`src/rtl/command_response_collect_nip.sv`:
```
// Collects register read responses from four command encapsulators and serialises them onto one
// valid/ready response channel. Optional overflow counter enabled by macro RESP_OVERFLOW_CNT_EN.
module command_response_collect_nip (
    input  logic        i_clk,
    input  logic        i_rst_n,
    input  logic        i_wr_src0,
    input  logic        i_wr_src1,
    input  logic        i_wr_src2,
    input  logic        i_wr_src3,
    input  logic [18:0] iv_addr_src0,
    input  logic [18:0] iv_addr_src1,
    input  logic [18:0] iv_addr_src2,
    input  logic [18:0] iv_addr_src3,
    input  logic        i_addr_fixed_src0,
    input  logic        i_addr_fixed_src1,
    input  logic        i_addr_fixed_src2,
    input  logic        i_addr_fixed_src3,
    input  logic [31:0] iv_rdata_src0,
    input  logic [31:0] iv_rdata_src1,
    input  logic [31:0] iv_rdata_src2,
    input  logic [31:0] iv_rdata_src3,
    output logic        o_resp_valid,
    output logic [18:0] ov_resp_addr,
    output logic        o_resp_addr_fixed,
    output logic [31:0] ov_resp_rdata,
    output logic [1:0]  ov_resp_src,
    input  logic        i_resp_ready,
    output logic [15:0] ov_overflow_cnt
);

    logic [3:0]  in_wr;
    logic [18:0] in_addr [4];
    logic [3:0]  in_fixed;
    logic [31:0] in_rdata [4];

    assign in_wr       = {i_wr_src3, i_wr_src2, i_wr_src1, i_wr_src0};
    assign in_addr[0]  = iv_addr_src0;
    assign in_addr[1]  = iv_addr_src1;
    assign in_addr[2]  = iv_addr_src2;
    assign in_addr[3]  = iv_addr_src3;
    assign in_fixed    = {i_addr_fixed_src3, i_addr_fixed_src2, i_addr_fixed_src1, i_addr_fixed_src0};
    assign in_rdata[0] = iv_rdata_src0;
    assign in_rdata[1] = iv_rdata_src1;
    assign in_rdata[2] = iv_rdata_src2;
    assign in_rdata[3] = iv_rdata_src3;

    logic [3:0]  pend_valid_q, pend_valid_d;
    logic [3:0]  pend_fixed_q, pend_fixed_d;
    logic [18:0] pend_addr_q  [4];
    logic [18:0] pend_addr_d  [4];
    logic [31:0] pend_rdata_q [4];
    logic [31:0] pend_rdata_d [4];

    logic        out_valid_q, out_valid_d;
    logic [18:0] out_addr_q, out_addr_d;
    logic        out_fixed_q, out_fixed_d;
    logic [31:0] out_rdata_q, out_rdata_d;
    logic [1:0]  out_src_q, out_src_d;
    logic [1:0]  rr_q, rr_d;

    logic        load_en;
    logic        grant_vld;
    logic [1:0]  grant_idx;
    logic [1:0]  search_idx;
    logic [3:0]  ovf_evt;

    // Round-robin search starting at rr; a grant only happens when the output register can load.
    always_comb begin
        load_en    = !out_valid_q || i_resp_ready;
        grant_vld  = 1'b0;
        grant_idx  = 2'd0;
        search_idx = 2'd0;
        for (int i = 0; i < 4; i++) begin
            search_idx = rr_q + i[1:0];
            if (load_en && !grant_vld && pend_valid_q[search_idx]) begin
                grant_vld = 1'b1;
                grant_idx = search_idx;
            end
        end
    end

    // A source granted this cycle frees its slot, so a same-cycle strobe reloads instead of dropping.
    always_comb begin
        pend_valid_d = pend_valid_q;
        pend_fixed_d = pend_fixed_q;
        pend_addr_d  = pend_addr_q;
        pend_rdata_d = pend_rdata_q;
        ovf_evt      = 4'd0;
        for (int k = 0; k < 4; k++) begin
            if (in_wr[k] && (!pend_valid_q[k] || (grant_vld && grant_idx == k[1:0]))) begin
                pend_valid_d[k] = 1'b1;
                pend_fixed_d[k] = in_fixed[k];
                pend_addr_d[k]  = in_addr[k];
                pend_rdata_d[k] = in_rdata[k];
            end else begin
                if (grant_vld && grant_idx == k[1:0]) begin
                    pend_valid_d[k] = 1'b0;
                end
                if (in_wr[k]) begin
                    ovf_evt[k] = 1'b1;
                end
            end
        end
    end

    always_comb begin
        out_valid_d = out_valid_q;
        out_addr_d  = out_addr_q;
        out_fixed_d = out_fixed_q;
        out_rdata_d = out_rdata_q;
        out_src_d   = out_src_q;
        rr_d        = rr_q;
        if (load_en) begin
            out_valid_d = grant_vld;
        end
        if (grant_vld) begin
            out_addr_d  = pend_addr_q[grant_idx];
            out_fixed_d = pend_fixed_q[grant_idx];
            out_rdata_d = pend_rdata_q[grant_idx];
            out_src_d   = grant_idx;
            rr_d        = grant_idx + 2'd1;
        end
    end

    always_ff @(posedge i_clk or negedge i_rst_n) begin
        if (!i_rst_n) begin
            pend_valid_q <= 4'd0;
            pend_fixed_q <= 4'd0;
            for (int i = 0; i < 4; i++) begin
                pend_addr_q[i]  <= 19'd0;
                pend_rdata_q[i] <= 32'd0;
            end
            out_valid_q <= 1'b0;
            out_addr_q  <= 19'd0;
            out_fixed_q <= 1'b0;
            out_rdata_q <= 32'd0;
            out_src_q   <= 2'd0;
            rr_q        <= 2'd0;
        end else begin
            pend_valid_q <= pend_valid_d;
            pend_fixed_q <= pend_fixed_d;
            pend_addr_q  <= pend_addr_d;
            pend_rdata_q <= pend_rdata_d;
            out_valid_q  <= out_valid_d;
            out_addr_q   <= out_addr_d;
            out_fixed_q  <= out_fixed_d;
            out_rdata_q  <= out_rdata_d;
            out_src_q    <= out_src_d;
            rr_q         <= rr_d;
        end
    end

    assign o_resp_valid      = out_valid_q;
    assign ov_resp_addr      = out_addr_q;
    assign o_resp_addr_fixed = out_fixed_q;
    assign ov_resp_rdata     = out_rdata_q;
    assign ov_resp_src       = out_src_q;

`ifdef RESP_OVERFLOW_CNT_EN
    logic [15:0] ovf_cnt_q, ovf_cnt_d;
    logic [2:0]  ovf_sum;
    logic [16:0] cnt_sum;

    always_comb begin
        ovf_sum   = {2'b0, ovf_evt[0]} + {2'b0, ovf_evt[1]} + {2'b0, ovf_evt[2]} + {2'b0, ovf_evt[3]};
        cnt_sum   = {1'b0, ovf_cnt_q} + {14'd0, ovf_sum};
        ovf_cnt_d = cnt_sum[16] ? 16'hFFFF : cnt_sum[15:0];
    end

    always_ff @(posedge i_clk or negedge i_rst_n) begin
        if (!i_rst_n) begin
            ovf_cnt_q <= 16'd0;
        end else begin
            ovf_cnt_q <= ovf_cnt_d;
        end
    end

    assign ov_overflow_cnt = ovf_cnt_q;
`else
    logic unused_ovf_evt;
    assign unused_ovf_evt  = ^ovf_evt;
    assign ov_overflow_cnt = 16'h0;
`endif

endmodule

```
`config.mk`:
```
export PLATFORM = sky130hd
export DESIGN_NAME = command_response_collect_nip
export DESIGN_NICKNAME = d
export VERILOG_FILES = /design/src/rtl/command_response_collect_nip.sv
export SDC_FILE = /design/constraint.sdc
export NUM_CORES = 1
export LEC_CHECK = 0
export CORE_MARGIN = 2
export CORE_UTILIZATION = 46
export CTS_CLUSTER_DIAMETER = 30
export DETAILED_ROUTE_END_ITERATION = 12
export PLACE_DENSITY = 0.76
export SYNTH_ARGS = -nofsm -noshare
export SYNTH_HDL_FRONTEND = slang
export SYNTH_SLANG_ARGS = --single-unit
```
`constraint.sdc`:
```
create_clock -name i_clk -period 2.24 [get_ports i_clk]
set_input_delay 0.224 -clock i_clk [delete_from_list [all_inputs] [get_ports i_clk]]
set_output_delay 0.224 -clock i_clk [all_outputs]
set_load 0.005 [all_outputs]
```
==> summary.md, run 1 <==
| Metric | Value |
|---|---|
| Outcome | finished, violations left |
| Failing checks | negative setup slack |
| Startpoint types | register |
| Vias per cell | roughly 5.7 |
| Port Buf Inserts | between 200 and 300 |
| # IOs | around 290 |
| Fmax | approximately 420 MHz |
| CTS tree | yes |
| Uppermost routed layer | met4 |
| Worst-case reg-to-reg path depth | 9 |
| Met3 wire len | roughly 2800 um |
| Critical path required time | between 2000 and 3000 ps |
| Final nets | 1,567 |
| Largest net degree at the start of global routing | slightly below 70 |
| CP endpoint kind | register |
| Metal2 WL | approximately 21,000 um |
| Starting Density | 0.471 |
| Switch share | 0.319 |
| Final hold viol count | 0 |
| Global-route wire length before repair | 62,900 um |
| DRT iter0 DRCs | between 700 and 800 |
| Sequential fraction of the synthesis area | 0.512 |
| Fillers | ~1.8k |
| Vias | 10.2k |
| Root buf cell | clkbuf_16 |
| Ys Warns | 0 |
| Crit-path max FO | 12 |
| Post-route setup TNS | -19,260 ps |
| Core ar. | 27,900 um^2 |
| GRT Total Usage | 0.268 |
| Cell count after synthesis | approximately 980 |
| Crit path largest cell delay | approximately 460 ps |
| Site Rows | ~60 |
| CTS buffer count | between 60 and 70 |
| Share of cells above drive strength 1 | 0.383 |
| Int Power | 23,300 uW |
| Comb power frac | 0.423 |
| Max-Cap Viols | 0 |
| Crit path to | pend_addr_q[45] |
| Post-DR wirelength/cell | around 24 um |
| Clock-pin slew on the worst setup and hold paths | roughly 40 ps |
| Clock share of power | 0.303 |
| Commonest non-fill, non-tap cell in the layout | clkdlybuf4s50_1 |
| R2R setup slack | -160 ps |
| Worst path slowest cell | or3_4 |
| Worst EP arrival | between 2000 and 3000 ps |
| Placer Congestion | about 0.85 |
| WS Path Type | register to register |
| Pwr dens | between 1500 and 2000 nW/um^2 |
| Drt pass-1 iters | 5 |
| Rel. slew slack | 0.598 |
| Worst path cell trace | buf_6 -> nand2b_1 -> a21oi_1 -> or3_4 -> o31ai_4 -> buf_6 -> nand2_8 -> clkbuf_16 -> mux2_4 |
| Routed Antenna Nets | 0 |
| Die footprint | between 20,000 and 30,000 um^2 |
| Die H | roughly 170 um |
| Worst-case vdd ir drop | 862 uV |
| Clk_lat worst skew | around 560 ps |
| Dpl hpwl | approximately 26,000 um |
| Reg-to-Reg End | pend_addr_q[45] |
| Post-layout min period | 2400 ps |
| Pleak | 0.00870 uW |
| Pins over their slew limit | 0 |
| RSZ-0062 raised after global routing | true |
| CTS sink cnt | 269 |
| Syn_area_per_cell | about 13 um^2 |
| Worst min-delay path class | primary input to async pin |
| Final worst slack | -157 ps |
| Place WS | -75.6 ps |
| Seq pwr share | 0.274 |
| Clk buf depth | 3 |
| Tcrit/Tclk final | 1.07 |
| Yosys cell types | 48 |
| Clk_skew | ~23 ps |
| Flops & latches, synth | around 270 |
| Syn Std Cell Area | 13,200 um^2 |
| Sw Pwr | approximately 11,000 uW |
| H-Tree Depth | 3 |
| DRC errors left | 0 |
| Total gr overflow | 0 |
| Critical path's most frequent cell | buf_6 |
| Worst Tran Pin Value | 603 ps |
| Critical path origin | pend_valid_q[2] |
| Antenna violations before repair | 3 |
| Total Wirelength | between 40,000 and 50,000 um |
| Area Overhead vs Synth | 52.7% |
| Wl on met1 | about 18,000 um |
| Die width | 173 um |
| Finish-stage setup viols | between 200 and 250 |
| Commonest cells after routing, fill and taps aside | clkdlybuf4s50_1 (268), dfrtp_1 (266), mux2_4 (132) |
| RR Startpoint | pend_valid_q[2] |
| Number of global-route vias before repair | 10.8k |
stage by stage:
step	hold WS [ps]	std cells	cell area, um^2	power, uW	utilization
global route	277	1784	20100	35600	0.719
global placement	236	1622	16700	20900	0.598
CTS	260	1758	19500	32800	0.697
floorplan	-71.6	998	13200	16700	-
detailed placement	243	1622	16700	21300	0.598
finish	233	1786	20100	34200	0.719
worst min path at each step:
stage,endpoint,cells past startpoint,slack [ps]
global route,pend_addr_q[36],2,280
floorplan,o_resp_addr_fixed,0,-70
CTS,ov_resp_addr[5],2,260
global placement,ov_resp_addr[5],1,240
detailed placement,ov_resp_addr[3],1,240
finish,ov_resp_addr[3],2,230
Yosys cell counts (all sizes together):
library cell	count	share of area
o2111a	1	0.00086
o32a	1	0.00076
o311ai	24	0.016
dfrtp	269	0.51
a22o	1	0.00067
o211ai	53	0.031
nor3	1	0.00038
mux4	1	0.0017
o21bai	1	0.00057
nor2	33	0.0094
o2111ai	1	0.00067
nor2b	4	0.0019
o21ai	8	0.0030
and4b	1	0.00076
o31ai	3	0.0038
conb	1	0.00029
nand2	35	0.010
mux2i	28	0.021
nor4	2	0.00095
and2	29	0.014
o21a	2	0.0011
clkbuf	37	0.011
nor3b	1	0.00057
o221a	28	0.024
or3	25	0.012
or2	4	0.0019
a31oi	2	0.00095
a22oi	29	0.017
buf	55	0.031
nand2b	9	0.0043
a311oi	1	0.00067
mux2	260	0.25
inv	2	0.00057
o22ai	24	0.011
a21oi	7	0.0035
sequential cells by signal, indices dropped and copies added (netlist names):
signal,flops
pend_rdata_q,128
pend_addr_q,76
ov_resp_rdata,32
ov_resp_addr,19
pend_fixed_q,4
pend_valid_q,4
ov_resp_src,2
rr_q,2
o_resp_addr_fixed,1
o_resp_valid,1
critical path: cells and delay by family (launching register included):
family                 cells  cell delay, ps
AND/OR/NAND/NOR            3             680
buffers and inverters      3             550
flip-flops                 1             400
AO/OA/AOI/OAI              2             340
multiplexers               1             300
routing by layer:
layer	global-route usage	up-vias
met5	0	-
met4	0.113	0
met3	0.0587	110
met2	0.440	449
met1	0.342	5200
li1	-	4429
logic make-up after synthesis:
kind of cell	Yosys count	share of synthesized area
muxes	289	0.274
DFF	269	0.512
AOI/OAI and AO/OA	186	0.115
and+or+nand+nor	144	0.0562
buffers and inverters	94	0.0422
other	1	0.000285
power by group through the flow:
stage          clock [uW]  combinational (uW)  sequential, uW
6_report            10300               14500            9380
3_3_place_gp            0               11700            9110
3_5_place_dp            0               12100            9190
4_1_cts             10400               13100            9250
2_1_floorplan           0                8090            8580
5_1_grt             10700               15200            9600
layout make-up:
type | instances | area [um^2] | share of cell area
antenna | 4 | 10.0 | 0.000498
clock buffer | 87 | 1840 | 0.0918
clock inverter | 35 | 576 | 0.0287
inverter | 2 | 7.51 | 0.000374
multi-input combinational | 636 | 6330 | 0.315
sequential | 269 | 6740 | 0.335
tap | 378 | 473 | 0.0235
timing repair buffer | 375 | 4120 | 0.205
timing repair:
item | CTS | global route
pin swaps | 3 | 15
buffers inserted | 11 | 15
resized for setup | 41 | 64
hold endpoints to repair | 63 | 0
hold buffers | 1 | 0
endpoints found under the setup margin | 254 | 255
gates cloned | 2 | 14
No activity file was read; power rests on OpenSTA's default activity.
==> run 2: changes to the inputs <==
- CTS_CLUSTER_SIZE: default -> 24
- GPL_ROUTABILITY_DRIVEN: default -> 1
==> results of run 2 <==
The final DEF is identical to that of run 1; final timing and power are the same.
==> RTL change (settings of run 2) <==
`out_addr_q` and `out_rdata_q` no longer have a reset.
--- a/src/rtl/command_response_collect_nip.sv
+++ b/src/rtl/command_response_collect_nip.sv
@@ -131,9 +131,7 @@
                 pend_rdata_q[i] <= 32'd0;
             end
             out_valid_q <= 1'b0;
-            out_addr_q  <= 19'd0;
             out_fixed_q <= 1'b0;
-            out_rdata_q <= 32'd0;
             out_src_q   <= 2'd0;
             rr_q        <= 2'd0;
         end else begin
@@ -142,12 +140,15 @@
             pend_addr_q  <= pend_addr_d;
             pend_rdata_q <= pend_rdata_d;
             out_valid_q  <= out_valid_d;
-            out_addr_q   <= out_addr_d;
             out_fixed_q  <= out_fixed_d;
-            out_rdata_q  <= out_rdata_d;
             out_src_q    <= out_src_d;
             rr_q         <= rr_d;
         end
+    end
+
+    always_ff @(posedge i_clk) begin
+        out_addr_q  <= out_addr_d;
+        out_rdata_q <= out_rdata_d;
     end
 
     assign o_resp_valid      = out_valid_q;
Check against the original RTL: differs if i_rst_n is asserted again (counterexample within 4 cycles, from zero or initial values and one cycle with i_rst_n low); with i_rst_n held inactive, the same outputs for 4 cycles.
==> RTL change against run 2 <==
Synthesized area shrank 11%. Setup slack gained 0.025 ns. Sequential share of layout area grew 6.0 points. Worst hold slack gained 0.0050 ns. Count of clock-buffer cells in the layout shrank 6. Sequential cell count is the same. Power shrank 19%. Final area shrank 12%. The run still ends with setup timing left. Critical path type unchanged. Wire length shrank 25%.
==> RTL change: results (changes against run 2) <==
PortBufs=269 (unchanged); clock skew=0.02119 ns (-0.001697 ns); total track usage=0.2216 (-0.04592); top post-synthesis cells by count=218 x dfrtp_1, 204 x mux2_2, 54 x a21oi_1; met2 usage=0.3753 (-0.06471); crit path max-delay cell type=dfrtp_1; Setup crit end=pend_rdata_q[68]; Setup TNS=-12.67 ns (+6.586 ns); first-pass iteration count of the detailed router=4 (-1); peak supply drop=0.8376 mV (-2.8%); total CTS buffers=59 (-13%); # resized after CTS=3 (-93%); pin count of the biggest net entering global routing=105 (+54%); Syn Inst Count=802 (-18%); Final HPWL DP=18.92 mm (-27%); post-CTS setup buffer count=2 (-9); GPL Wtd Cong=0.8510 (+0.12%); dpl cells=1396 (-14%); global-route wire length before repair=45.81 mm (-27%); Slew @ Worst Pin=0.5960 ns (-0.007368 ns); vias in the first global route=8659 (-20%); register area share after synthesis=0.5950 (+0.08315); Setup Viol. Count Final=195 (-18%); Hold Slack=0.2376 ns (+0.005002 ns); cells on worst reg2reg path=10 (+1); final std cells w/o fill=1535 (-14%); Clk pin slew, worst setup/hold paths=0.05 ns; Pleak=7.687 nW (-12%); Worst Path Max Fanout=8 (-4); diodes inserted=0 (-4); layout cells sized above 1=0.3494 (-0.03381); Crit path largest cell delay=0.42 ns (-0.04 ns); ys async rst share=0.8104 (-0.1896); Iteration-0 DRC Markers=459 (-36%); Distinct cells, synth=42 (-13%); Crit. Startpoint=pend_valid_q[3]; failing checks=setup timing; status=finished, violations left; max FFs per register=128 (unchanged); crit path kind=reg -> reg; Layout fillers=1707 (-5.3%); routing usage on met1=0.2635 (-0.07896); PnR worst setup slack=-0.1328 ns (+0.02455 ns); antenna violations before repair=1 (-2); Area after DPL=14970 um^2 (-10%); Top delay family on crit path=buffers and inverters; post-placement setup slack=-0.2551 ns (-0.1795 ns); H-Tree Depth=2 (-1); hold crit path type=in -> async; DR vias/cell=5.167 (-9.4%); dominant cells by area after synthesis=dfrtp_1 46%, mux2_2 20%, edfxtp_1 13%; clk buf depth=3 (unchanged); M3 GR Usage=0.07828 (+0.01958); Storage cell area=6987 um^2 (+3.7%); Worst EP arrival=2.80 ns (-0.02 ns); Ys Warns=0 (unchanged); WL final=32.87 mm (-25%); worst skew pair latency=0.56 ns (about the same); Reg with most FFs=pend_rdata_q; Post-synth EDFFs=51 (+51)
==> RTL change: cell types whose count changed after synthesis, sizes merged, moves of 19 or more <==
| cell | change |
|---|---|
| dfrtp | -51 |
| and2 | -28 |
| mux2i | +23 |
| o221a | -27 |
| clkbuf | -26 |
| edfxtp | +51 |
| o311ai | -24 |
| o211ai | -52 |
| o22ai | -23 |
| or3 | -25 |
| nor2 | +19 |
| nand2 | -25 |
| a21oi | +47 |
| a22oi | -29 |
==> RTL change: cells by family (layout without fill, tap and decap cells) <==
kind of cell,Yosys count,count (layout),share of synthesized area
buffers and inverters,69,457,0.04358
muxes,310,310,0.2941
AOI/OAI and AO/OA,71,71,0.03548
and+or+nand+nor,81,81,0.03079
other,1,16,0.0003194
xor gates and xnor gates,1,1,0.0007460
DFF,269,269,0.5950
==> RTL change: power breakdown <==
| part | switching, W | internal, W | total, W |
|---|---|---|---|
| clock network | 0.00265 | 0.00585 | 0.00850 |
| registers | 0.00124 | 0.00781 | 0.00905 |
| logic | 0.00397 | 0.00611 | 0.0101 |
| total | 0.00786 | 0.0198 | 0.0276 |
==> RTL change: layout make-up <==
| class | instances | area share |
|---|---|---|
| sequential | 269 | 0.3954 |
| clock buffer | 81 | 0.09460 |
| inverter | 4 | 0.001062 |
| multi-input combinational | 479 | 0.2534 |
| timing repair buffer | 342 | 0.2140 |
| clock inverter | 30 | 0.01820 |
| tap | 330 | 0.02337 |
==> RTL change: per-layer routing <==
layer  wire length, um  vias to the layer above
met4               745                        2
met1             13610                     3977
met2             15870                      302
li1                  -                     3583
met3              2632                       67
met5                14                        -
